`src/rtl/seg_scan_pkg.sv`:
```
// Shared types and constants for the seven-segment scan decoder.
// Contents: default digit count, segment pattern constants (bit6=a .. bit0=g),
// decode result struct, scan FSM state type and the pattern decode function.
package seg_scan_pkg;

  localparam int unsigned DIGITS_DEF = 8;

  localparam logic [6:0] SEG_BLANK = 7'b0000000;
  localparam logic [6:0] SEG_0     = 7'b1111110;
  localparam logic [6:0] SEG_1     = 7'b0110000;
  localparam logic [6:0] SEG_2     = 7'b1101101;
  localparam logic [6:0] SEG_3     = 7'b1111001;
  localparam logic [6:0] SEG_4     = 7'b0110011;
  localparam logic [6:0] SEG_5     = 7'b1011011;
  localparam logic [6:0] SEG_6     = 7'b1011111;
  localparam logic [6:0] SEG_7     = 7'b1110000;
  localparam logic [6:0] SEG_8     = 7'b1111111;
  localparam logic [6:0] SEG_9     = 7'b1111011;
  localparam logic [6:0] SEG_9_ALT = 7'b1110011;
  localparam logic [6:0] SEG_A     = 7'b1110111;
  localparam logic [6:0] SEG_B     = 7'b0011111;
  localparam logic [6:0] SEG_C     = 7'b1001110;
  localparam logic [6:0] SEG_D     = 7'b0111101;
  localparam logic [6:0] SEG_E     = 7'b1001111;
  localparam logic [6:0] SEG_F     = 7'b1000111;

  // valid: table hit; blank: all segments dark; neither: unknown pattern
  typedef struct packed {
    logic       valid;
    logic       blank;
    logic [3:0] nibble;
  } seg_dec_t;

  typedef enum logic [1:0] {
    ST_IDLE,
    ST_BADSEL,
    ST_SETTLING,
    ST_HELD
  } scan_state_t;

  // Pattern to hex value lookup
  function automatic seg_dec_t decode_seg7(input logic [6:0] seg);
    seg_dec_t d;
    d.valid  = 1'b1;
    d.blank  = 1'b0;
    d.nibble = 4'h0;
    case (seg)
      SEG_0:            d.nibble = 4'h0;
      SEG_1:            d.nibble = 4'h1;
      SEG_2:            d.nibble = 4'h2;
      SEG_3:            d.nibble = 4'h3;
      SEG_4:            d.nibble = 4'h4;
      SEG_5:            d.nibble = 4'h5;
      SEG_6:            d.nibble = 4'h6;
      SEG_7:            d.nibble = 4'h7;
      SEG_8:            d.nibble = 4'h8;
      SEG_9, SEG_9_ALT: d.nibble = 4'h9;
      SEG_A:            d.nibble = 4'hA;
      SEG_B:            d.nibble = 4'hB;
      SEG_C:            d.nibble = 4'hC;
      SEG_D:            d.nibble = 4'hD;
      SEG_E:            d.nibble = 4'hE;
      SEG_F:            d.nibble = 4'hF;
      SEG_BLANK: begin
        d.valid = 1'b0;
        d.blank = 1'b1;
      end
      default:          d.valid = 1'b0;
    endcase
    return d;
  endfunction

endpackage

```
`src/rtl/seg_scan_decoder_decode.sv`:
```
// Combinational seven-segment pattern decoder.
// Ports: seg (pattern, bit6=a .. bit0=g) -> valid_c (table hit),
// blank_c (pattern all dark), nibble_c (decoded hex value, 0 when not valid_c).
module seg7_decode
  import seg_scan_pkg::*;
(
  input  logic [6:0] seg,
  output logic       valid_c,
  output logic       blank_c,
  output logic [3:0] nibble_c
);

  seg_dec_t dec;

  always_comb begin
    dec = decode_seg7(seg);
  end

  assign valid_c  = dec.valid;
  assign blank_c  = dec.blank;
  assign nibble_c = dec.nibble;

endmodule

```
`src/rtl/seg_scan_decoder.sv`:
```
// Seven-segment scan bus decoder: rebuilds the displayed hex digits from the
// multiplexed (one-hot select, segment pattern) bus and publishes a snapshot
// once every digit position has been captured.
// Ports: clk, rst2 (sync active-high reset), led_data (pattern a..g),
// led_choose (one-hot digit select), digits_out / blank_mask (committed
// snapshot), frame_valid (commit pulse), err_seg (unknown pattern captured),
// err_sel (non-one-hot select seen).
module seg_scan_decoder
  import seg_scan_pkg::*;
#(
  parameter int unsigned DIGITS = DIGITS_DEF,
  parameter int unsigned SETTLE = 2
) (
  input  logic                clk,
  input  logic                rst2,
  input  logic [6:0]          led_data,
  input  logic [DIGITS-1:0]   led_choose,
  output logic [4*DIGITS-1:0] digits_out,
  output logic [DIGITS-1:0]   blank_mask,
  output logic                frame_valid,
  output logic                err_seg,
  output logic                err_sel
);

  localparam int unsigned IDX_W = (DIGITS > 1) ? $clog2(DIGITS) : 1;
  localparam int unsigned CNT_W = 4;
  localparam logic [CNT_W-1:0] SETTLE_C = CNT_W'(SETTLE);

  logic [DIGITS-1:0]   sel_q, sel_p;
  logic [6:0]          seg_q, seg_p;
  logic [CNT_W-1:0]    cnt_q, cnt_c;
  scan_state_t         state_q, state_c;
  logic [4*DIGITS-1:0] shadow_q, shadow_c;
  logic [DIGITS-1:0]   shadow_blank_q, shadow_blank_c;
  logic [DIGITS-1:0]   seen_q, seen_c;
  logic                pair_changed_c, sel_onehot_c;
  logic                capture_c, bad_entry_c, seg_miss_c, commit_c;
  logic [IDX_W-1:0]    idx_c;
  logic                dec_valid_c, dec_blank_c;
  logic [3:0]          dec_nibble_c;

  seg7_decode u_dec (
    .seg      (seg_q),
    .valid_c  (dec_valid_c),
    .blank_c  (dec_blank_c),
    .nibble_c (dec_nibble_c)
  );

  // Input register plus one-cycle history for change detection
  always_ff @(posedge clk) begin
    if (rst2) begin
      sel_q <= '0;
      seg_q <= '0;
      sel_p <= '0;
      seg_p <= '0;
    end else begin
      sel_q <= led_choose;
      seg_q <= led_data;
      sel_p <= sel_q;
      seg_p <= seg_q;
    end
  end

  // Dwell counter: reload on any pair change, otherwise count up to SETTLE
  always_comb begin
    pair_changed_c = (sel_q != sel_p) || (seg_q != seg_p);
    sel_onehot_c   = (sel_q != '0) && ((sel_q & (sel_q - DIGITS'(1))) == '0);
    cnt_c          = cnt_q;
    if (pair_changed_c) begin
      cnt_c = CNT_W'(1);
    end else if (cnt_q >= SETTLE_C) begin
      cnt_c = SETTLE_C;
    end else begin
      cnt_c = cnt_q + CNT_W'(1);
    end
  end

  // FSM state register
  always_ff @(posedge clk) begin
    if (rst2) begin
      state_q <= ST_IDLE;
      cnt_q   <= '0;
    end else begin
      state_q <= state_c;
      cnt_q   <= cnt_c;
    end
  end

  // FSM next state; HELD only persists while the captured pair is unchanged
  always_comb begin
    state_c     = state_q;
    capture_c   = 1'b0;
    bad_entry_c = 1'b0;
    if (sel_q == '0) begin
      state_c = ST_IDLE;
    end else if (!sel_onehot_c) begin
      state_c     = ST_BADSEL;
      bad_entry_c = (state_q != ST_BADSEL) || (sel_q != sel_p);
    end else if ((state_q == ST_HELD) && !pair_changed_c) begin
      state_c = ST_HELD;
    end else if (cnt_c == SETTLE_C) begin
      state_c   = ST_HELD;
      capture_c = 1'b1;
    end else begin
      state_c = ST_SETTLING;
    end
  end

  // Position of the single set select bit
  always_comb begin
    idx_c = '0;
    for (int unsigned i = 0; i < DIGITS; i++) begin
      if (sel_q[i]) idx_c = IDX_W'(i);
    end
  end

  // Shadow update; a commit clears seen before this cycle's capture lands
  always_comb begin
    commit_c       = &seen_q;
    shadow_c       = shadow_q;
    shadow_blank_c = shadow_blank_q;
    seen_c         = commit_c ? '0 : seen_q;
    seg_miss_c     = 1'b0;
    if (capture_c) begin
      if (dec_valid_c) begin
        shadow_c[{idx_c, 2'b00} +: 4] = dec_nibble_c;
        shadow_blank_c[idx_c]         = 1'b0;
        seen_c[idx_c]                 = 1'b1;
      end else if (dec_blank_c) begin
        shadow_blank_c[idx_c] = 1'b1;
        seen_c[idx_c]         = 1'b1;
      end else begin
        seg_miss_c = 1'b1;
      end
    end
  end

  // Shadow, seen and registered outputs
  always_ff @(posedge clk) begin
    if (rst2) begin
      shadow_q       <= '0;
      shadow_blank_q <= '0;
      seen_q         <= '0;
      digits_out     <= '0;
      blank_mask     <= '0;
      frame_valid    <= 1'b0;
      err_seg        <= 1'b0;
      err_sel        <= 1'b0;
    end else begin
      shadow_q       <= shadow_c;
      shadow_blank_q <= shadow_blank_c;
      seen_q         <= seen_c;
      frame_valid    <= commit_c;
      err_seg        <= seg_miss_c;
      err_sel        <= bad_entry_c;
      if (commit_c) begin
        digits_out <= shadow_q;
        blank_mask <= shadow_blank_q;
      end
    end
  end

endmodule

```
`config.mk`:
```
export PLATFORM = sky130hd
export DESIGN_NAME = seg_scan_decoder
export DESIGN_NICKNAME = d
export VERILOG_FILES = /design/src/rtl/seg_scan_pkg.sv /design/src/rtl/seg_scan_decoder_decode.sv /design/src/rtl/seg_scan_decoder.sv
export SDC_FILE = /design/constraint.sdc
export NUM_CORES = 1
export LEC_CHECK = 0
export BUFFER_PORTS_ARGS = -buffer_cell sky130_fd_sc_hd__buf_2
export CAP_MARGIN = 20
export CORE_MARGIN = 3
export CORE_UTILIZATION = 55
export CTS_CLUSTER_DIAMETER = 50
export DETAILED_ROUTE_END_ITERATION = 8
export HOLD_SLACK_MARGIN = 0.12
export MAX_ROUTING_LAYER = met4
export PLACE_DENSITY = 0.76
export REMOVE_ABC_BUFFERS = 1
export SETUP_SLACK_MARGIN = 0.5
export SLEW_MARGIN = 20
export SYNTH_ARGS = -nofsm -noshare
export SYNTH_HDL_FRONTEND = slang
export SYNTH_SLANG_ARGS = --single-unit
```
`constraint.sdc`:
```
create_clock -name clk -period 3.92 [get_ports clk]
set_input_delay 0.196 -clock clk [delete_from_list [all_inputs] [get_ports clk]]
set_output_delay 0.196 -clock clk [all_outputs]
set_load 0.01 [all_outputs]
```
## Yosys cells after proc, flatten, opt, wreduce, memory -nomap -nowiden

Index checks and enable logic that the tools add are counted.

| storage, ports and cells | value |
|---|---|
| RAM bits | 0 |
| bits of input ports | 17 |
| bits in latches | 0 |
| logic and storage cells | 101 |
| output and inout port bits | 43 |
| memories kept | 0 |
| bits in registers | 127 |
| memory bits (read-only) | 0 |

| cells by class | value |
|---|---|
| shift-type cells | 2 |
| reduce and logical (&&, ||, !) cells | 20 |
| equality and inequality tests | 22 |
| add/sub/neg operators | 3 |
| $mul | 0 |
| mux-type cells | 29 |
| divide/modulo/power cells | 0 |
| $lt $le $gt $ge | 3 |
| bitwise gates (word level) | 7 |

Operators by type and width:

| kind | number |
|---|---|
| 7-bit equality test, second input constant | 13 |
| 4-bit case mux with 15 select lines | 1 |
| 8-bit two-way mux | 6 |
| 32-bit bitwise mux | 1 |
| 4-bit by 7-bit variable shift with 32-bit output, first input constant | 1 |
| 4-bit by 7-bit indexed part select with 32-bit output | 1 |
| 7-bit by 6-bit equality test with 1-bit output, second input constant | 3 |
| 3-bit two-way mux | 6 |
| 17-bit OR reduction | 1 |
| 8-bit bitwise AND | 2 |
| 8-bit logical NOT | 2 |
| 8-bit bitwise OR | 2 |
| 1-bit two-way mux | 12 |
| 3-bit OR reduction | 3 |
| 4-bit two-way mux | 2 |
| 8-bit != test | 1 |
| 8-bit inverter | 1 |
| 8-bit AND reduction | 1 |
| 8-bit nonzero test | 1 |
| 8-bit by 1-bit subtractor with 8-bit output, second input constant | 1 |
| 7-bit by 5-bit equality test with 1-bit output, second input constant | 1 |
| 7-bit logical NOT | 1 |
| 7-bit != test | 1 |
| 5-bit negation with 7-bit output | 1 |
| other kinds (15) | 21 |

## Longest topological paths before layout

| logic depth | value |
|---|---|
| depth in word-level cells | 15 |
| mapped depth | 10 |

## Cells and area by module

A second synthesis with hierarchy kept.

| unflattened totals | value |
|---|---|
| cells, all modules | 610 |
| area, all modules | 5617.9 µm² |

By module, submodules not included:

| module | instances | sequential area each (µm²) | area each (µm²) | cells an instance |
|---|---|---|---|---|
| seg_scan_decoder | 1 | 2542.4 | 5241.3 | 552 |
| seg7_decode | 1 | 0.0 | 376.6 | 58 |

## Worst setup path before layout

Ideal clock, no wire load.

| timing path | value |
|---|---|
| kind | reg2reg |
| start point | register sel_q[4] |
| end point | register shadow_q[18] |
| arrival time | 2864 ps |
| cell stages (with the launch flop) | 11 |
| setup slack | 985 ps |
| clock period less this slack | 2935 ps |
| data required time | 3848 ps |
| cells stage by stage | dfxtp_1 > buf_4 > or3b_2 > a31oi_2 > inv_1 > ha_1 > ha_1 > nor4b_1 > and4b_1 > buf_2 > mux2i_1 |

| on the way | value |
|---|---|
| cells in the longest elaborated chain, start to end | 9 |
| elaborated cells on any way between the ends | 25 |

RTL lines:

| what | RTL line | RTL |
|---|---|---|
| start: declaration | seg_scan_decoder.sv:29 | `logic [DIGITS-1:0] sel_q, sel_p;` |
| start signal: assignment | seg_scan_decoder.sv:57 | `sel_q <= led_choose;` |
| branches (longest 9 deep; another with 5-bit negation with 7-bit output) | n/a |  |
| end signal: assignment | seg_scan_decoder.sv:150 | `shadow_q <= shadow_c;` |
| end: declaration | seg_scan_decoder.sv:33 | `logic [4*DIGITS-1:0] shadow_q, shadow_c;` |

Parallel ways; which one is timed is not known.
A chain may end at the register's enable or synchronous reset.

## Worst setup path after layout

| timing path | value |
|---|---|
| start point | register sel_q[1] |
| end point | register shadow_q[19] |

| on the way | value |
|---|---|
| cells in the longest elaborated chain, start to end | 10 |
| elaborated cells on any way between the ends | 28 |

RTL lines:

| what | RTL line | RTL |
|---|---|---|
| 1-bit two-way mux | seg_scan_decoder.sv:113 | `if (sel_q[i]) idx_c = IDX_W'(i);` |
| 3-bit two-way mux (6 in series) | seg_scan_decoder.sv:113 |  |
| 5-bit negation with 7-bit output | seg_scan_decoder.sv:126 | `shadow_c[{idx_c, 2'b00} +: 4] = dec_nibble_c;` |
| 4-bit by 7-bit indexed part select with 32-bit output or 4-bit by 7-bit variable shift with 32-bit output (tied branches) | seg_scan_decoder.sv:126 |  |
| 32-bit bitwise mux | seg_scan_decoder.sv:126 |  |

Several ways; a longest one is shown, not always the timed one.

==> results.py <==
metrics = {
    "synth": {
        "synth_most_common_cell": "nand2_1",
        "ys_types": 64,
        "yosys.area.top_type_share_pct": 47.38,
        "synth-async-reset-ratio_pct": 0,
        "ys_top_cells_by_area": "dfxtp_1 (47%), nand2_1 (10%), mux2i_1 (6.0%)",
        "synth_common_cells": "nand2_1 (148), dfxtp_1 (127), a21oi_1 (50), mux2i_1 (32), nor2b_1 (30)",
        "synth_area_leader_cell": "dfxtp_1",
        "syn_area_um2": 5366,
        "syn_inst": 609,
        "ys_seq_area_share_pct": 47.38,
        "synth-seq-cells": 127,
        "synth_edf_count": 0,
        "avgSynthCellArea_um2": 8.812,
        "synth_warnings": 0,
        "synth_top_flop_cell": "dfxtp_1",
    },
    "layout": {
        "areaGrowthSynthToFinish_pct": 19.19,
        "drive_gt1_share_pct": 18.96,
        "seqCellArea_um2": 2542,
        "final_nets": 683,
        "antenna_cells": 0,
        "utilization_pct": 68.25,
        "multi_input_area_um2": 2606,
        "nFillCells": 754,
        "final_area_um2": 6396,
    },
    "critical_path": {
        "crit_required_ns": 4.36,
        "critPathTopFamily": "simple AND/OR/NAND/NOR gates",
        "cp-end-kind": "flip-flop",
        "arrival_ns": 3.63,
        "cp_slowest_stage_delay_ns": 0.51,
        "path_common_cell": "ha_1",
        "cp_max_fo": 8,
        "crit-reg2reg-launch": "sel_q[1]$_SDFF_PP0_",
        "cp_cell_sequence": "or3b_2 > a31oi_2 > inv_1 > ha_1 > ha_1 > nor4b_2 > and4b_1 > mux2i_1",
        "crit_path_start_kind": "flip-flop",
        "crit_start": "sel_q[1]$_SDFF_PP0_",
        "reg2reg_depth": 8,
        "reg2reg_slack_ns": 0.73,
        "endpoint": "shadow_q[19]$_SDFFE_PP0P_",
        "reg2reg_to": "shadow_q[19]$_SDFFE_PP0P_",
        "critPathSlowestCell": "or3b_2",
        "crit_cells": 8,
        "worstSetupPathType": "reg -> reg",
        "crit_buf_inv": 1,
    },
    "clock_network": {
        "cts_root_buf": "clkbuf_8",
        "clkSinkCount": 127,
        "cts_made_buffers": 17,
        "ctsHtreeMaxLevel": 4,
        "clk_pin_slew_worst_paths_ns": 0.06,
        "cts_tree": "yes",
        "post_cts_buffers": 0,
        "clock_path_buffers": 2,
        "clk_latency_ns": 0.52,
    },
    "floorplan": {
        "die_w_um": 104.8,
        "rows": 35,
        "core_area_um2": 9371,
        "chipHeight_um": 104.8,
        "die-area_um2": 10980,
        "io-pin-count": 60,
        "initial_utilization_pct": 57.26,
    },
    "global_route": {
        "grt_util_all_layers_pct": 22.72,
        "gr-total-overflow": 0,
        "antenna_found_initial": 0,
        "grt_max_degree": 93,
        "grt_pass1_wl_um": 20160,
        "grt_pass1_vias": 4295,
    },
    "route": {
        "ant_nets": 0,
        "dr.first_iter.drc_count": 185,
        "via_per_inst": 5.373,
        "drcViolationCount": 0,
        "first_pass_iters": 4,
        "routed_wl_um": 11530,
        "wl_per_cell_um": 14.35,
        "num_vias": 4320,
    },
    "sta": {
        "setup_viol": 0,
        "rsz0062_at_grt": "yes",
        "slew_viol_final": 0,
        "final-hold-violation-count": 0,
        "fmax_mhz": 313.6,
        "fin_worst_skew_ns": 0.008442,
        "tightest_slew_ns": 0.9591,
        "period_share_pct": 81.35,
        "slew_headroom_pct": 36.06,
        "final.setup.tns_ns": 0,
        "fin_crit_ns": 3.189,
    },
    "min_path": {
        "hold_class": "in -> reg",
    },
    "pwr": {
        "power_per_cell_area_nw_per_um2": 461.8,
        "ir_worst_vdd_v": 0.0002698,
        "p_leak_nw": 2.541,
    },
    "outcome": {
        "status": "completed",
    },
    "run": {
        "max_cap_violations": 0,
    },
    "place": {
        "portBuffers": 59,
        "hpwlAfterDp_um": 7404,
        "place_area_um2": 5655,
        "place.gp.congestion": 0.8364,
    },
}
## worst register-to-register path, stage by stage (launching register included)
cell	delay, ns
dfxtp_1	0.47
or3b_2	0.52
a31oi_2	0.34
inv_1	0.18
ha_1	0.23
ha_1	0.34
nor4b_2	0.37
and4b_1	0.42
mux2i_1	0.25
## cells by family after synthesis
| kind of cell | count (synthesis) | share of synthesized area, % |
|---|---|---|
| xor gates and xnor gates | 16 | 2.611 |
| DFF | 127 | 47.38 |
| adders and majority gates | 4 | 0.9327 |
| other | 1 | 0.06988 |
| and+or+nand+nor | 276 | 26.25 |
| buffers and inverters | 52 | 4.430 |
| muxes | 33 | 6.179 |
| AOI/OAI and AO/OA | 100 | 12.15 |
## flip-flops by register name, summed over array words and instances, names as in the netlist, named ones only
name / count
seen_q: 8
sel_p: 8
blank_mask: 8
frame_valid: 1
seg_q: 7
err_seg: 1
state_q: 2
seg_p: 7
err_sel: 1
digits_out: 32
sel_q: 8
cnt_q: 4
shadow_q: 32
## where the power goes
part / switching (mW) / leakage, nW / total (mW) / internal [mW]
Sequential: 0.0318 / 1.03 / 1.34 / 1.31
Clock: 0.620 / 0.263 / 1.43 / 0.813
Combinational: 0.103 / 1.25 / 0.179 / 0.0754
Total: 0.755 / 2.54 / 2.95 / 2.20
## layout make-up
cell class	instances	share of cell area, %
Clock inverter	14	1.937
Inverter	6	0.3717
Clock buffer	18	6.690
Timing Repair Buffer	80	7.981
Multi-Input combinational cell	430	40.75
Tap cell	129	2.523
Sequential cell	127	39.75
## routing by layer
layer  vias to the layer above  part of all wire, %  track usage, %  wire length (um)
met4                         0                  1.3           8.154               153
li1                       2184                    -               -                 -
met2                        99                   48           36.39              5537
met1                      2020                   46           28.51              5335
met3                        17                  4.4           4.756               507
met5                         -                    0               -                 0
## cells in the final DEF, fill, tap and decap left out, drive strengths merged, types with 4 or more instances in the layout
master / count
nor2: 23
ha: 4
nor4: 11
a211oi: 9
clkbuf: 18
dfxtp: 127
nand2b: 7
xor2: 15
a31oi: 8
nand3: 7
nor3: 13
and2: 4
nand4: 8
buf: 65
o21ai: 14
o31ai: 7
dlygate4sd3: 15
inv: 10
mux2i: 32
nand2: 148
nor2b: 30
clkinv: 7
a21oi: 50
## worst min-delay path by stage
| stage | start | to | slack (ns) | depth (start not counted) |
|---|---|---|---|---|
| 3_5_place_dp | led_choose[0] | sel_q[0]$_SDFF_PP0_ | 0.41 | 2 |
| 4_1_cts | led_data[1] | seg_q[1]$_SDFF_PP0_ | 0.40 | 3 |
| 5_1_grt | rst2 | shadow_q[12]$_SDFFE_PP0P_ | 0.32 | 4 |
| 2_1_floorplan | rst2 | flip-flop | 0.26 | 1 |
| 6_report | rst2 | shadow_q[13]$_SDFFE_PP0P_ | 0.27 | 4 |
| 3_3_place_gp | led_data[5] | seg_q[5]$_SDFF_PP0_ | 0.40 | 2 |
## metrics by stage
stage                     hold WS, ns  setup slack, ns  total power, mW  cells
after global routing           0.3201           0.4980            3.051    804
after detailed placement       0.4077           0.5896            1.528    756
final                          0.2712           0.7309            2.953    804
after global placement         0.4031           0.7577            1.524    756
after floorplan                0.2606           0.9758            1.470    563
after CTS                      0.4009           0.5700            2.962    803
## what timing repair did
item,in CTS,in global routing
gates resized for setup,0,2
hold buffers,15,0
endpoints found under the setup margin,0,5
hold endpoints to repair,15,0
Power figures use the tool's default switching activity.
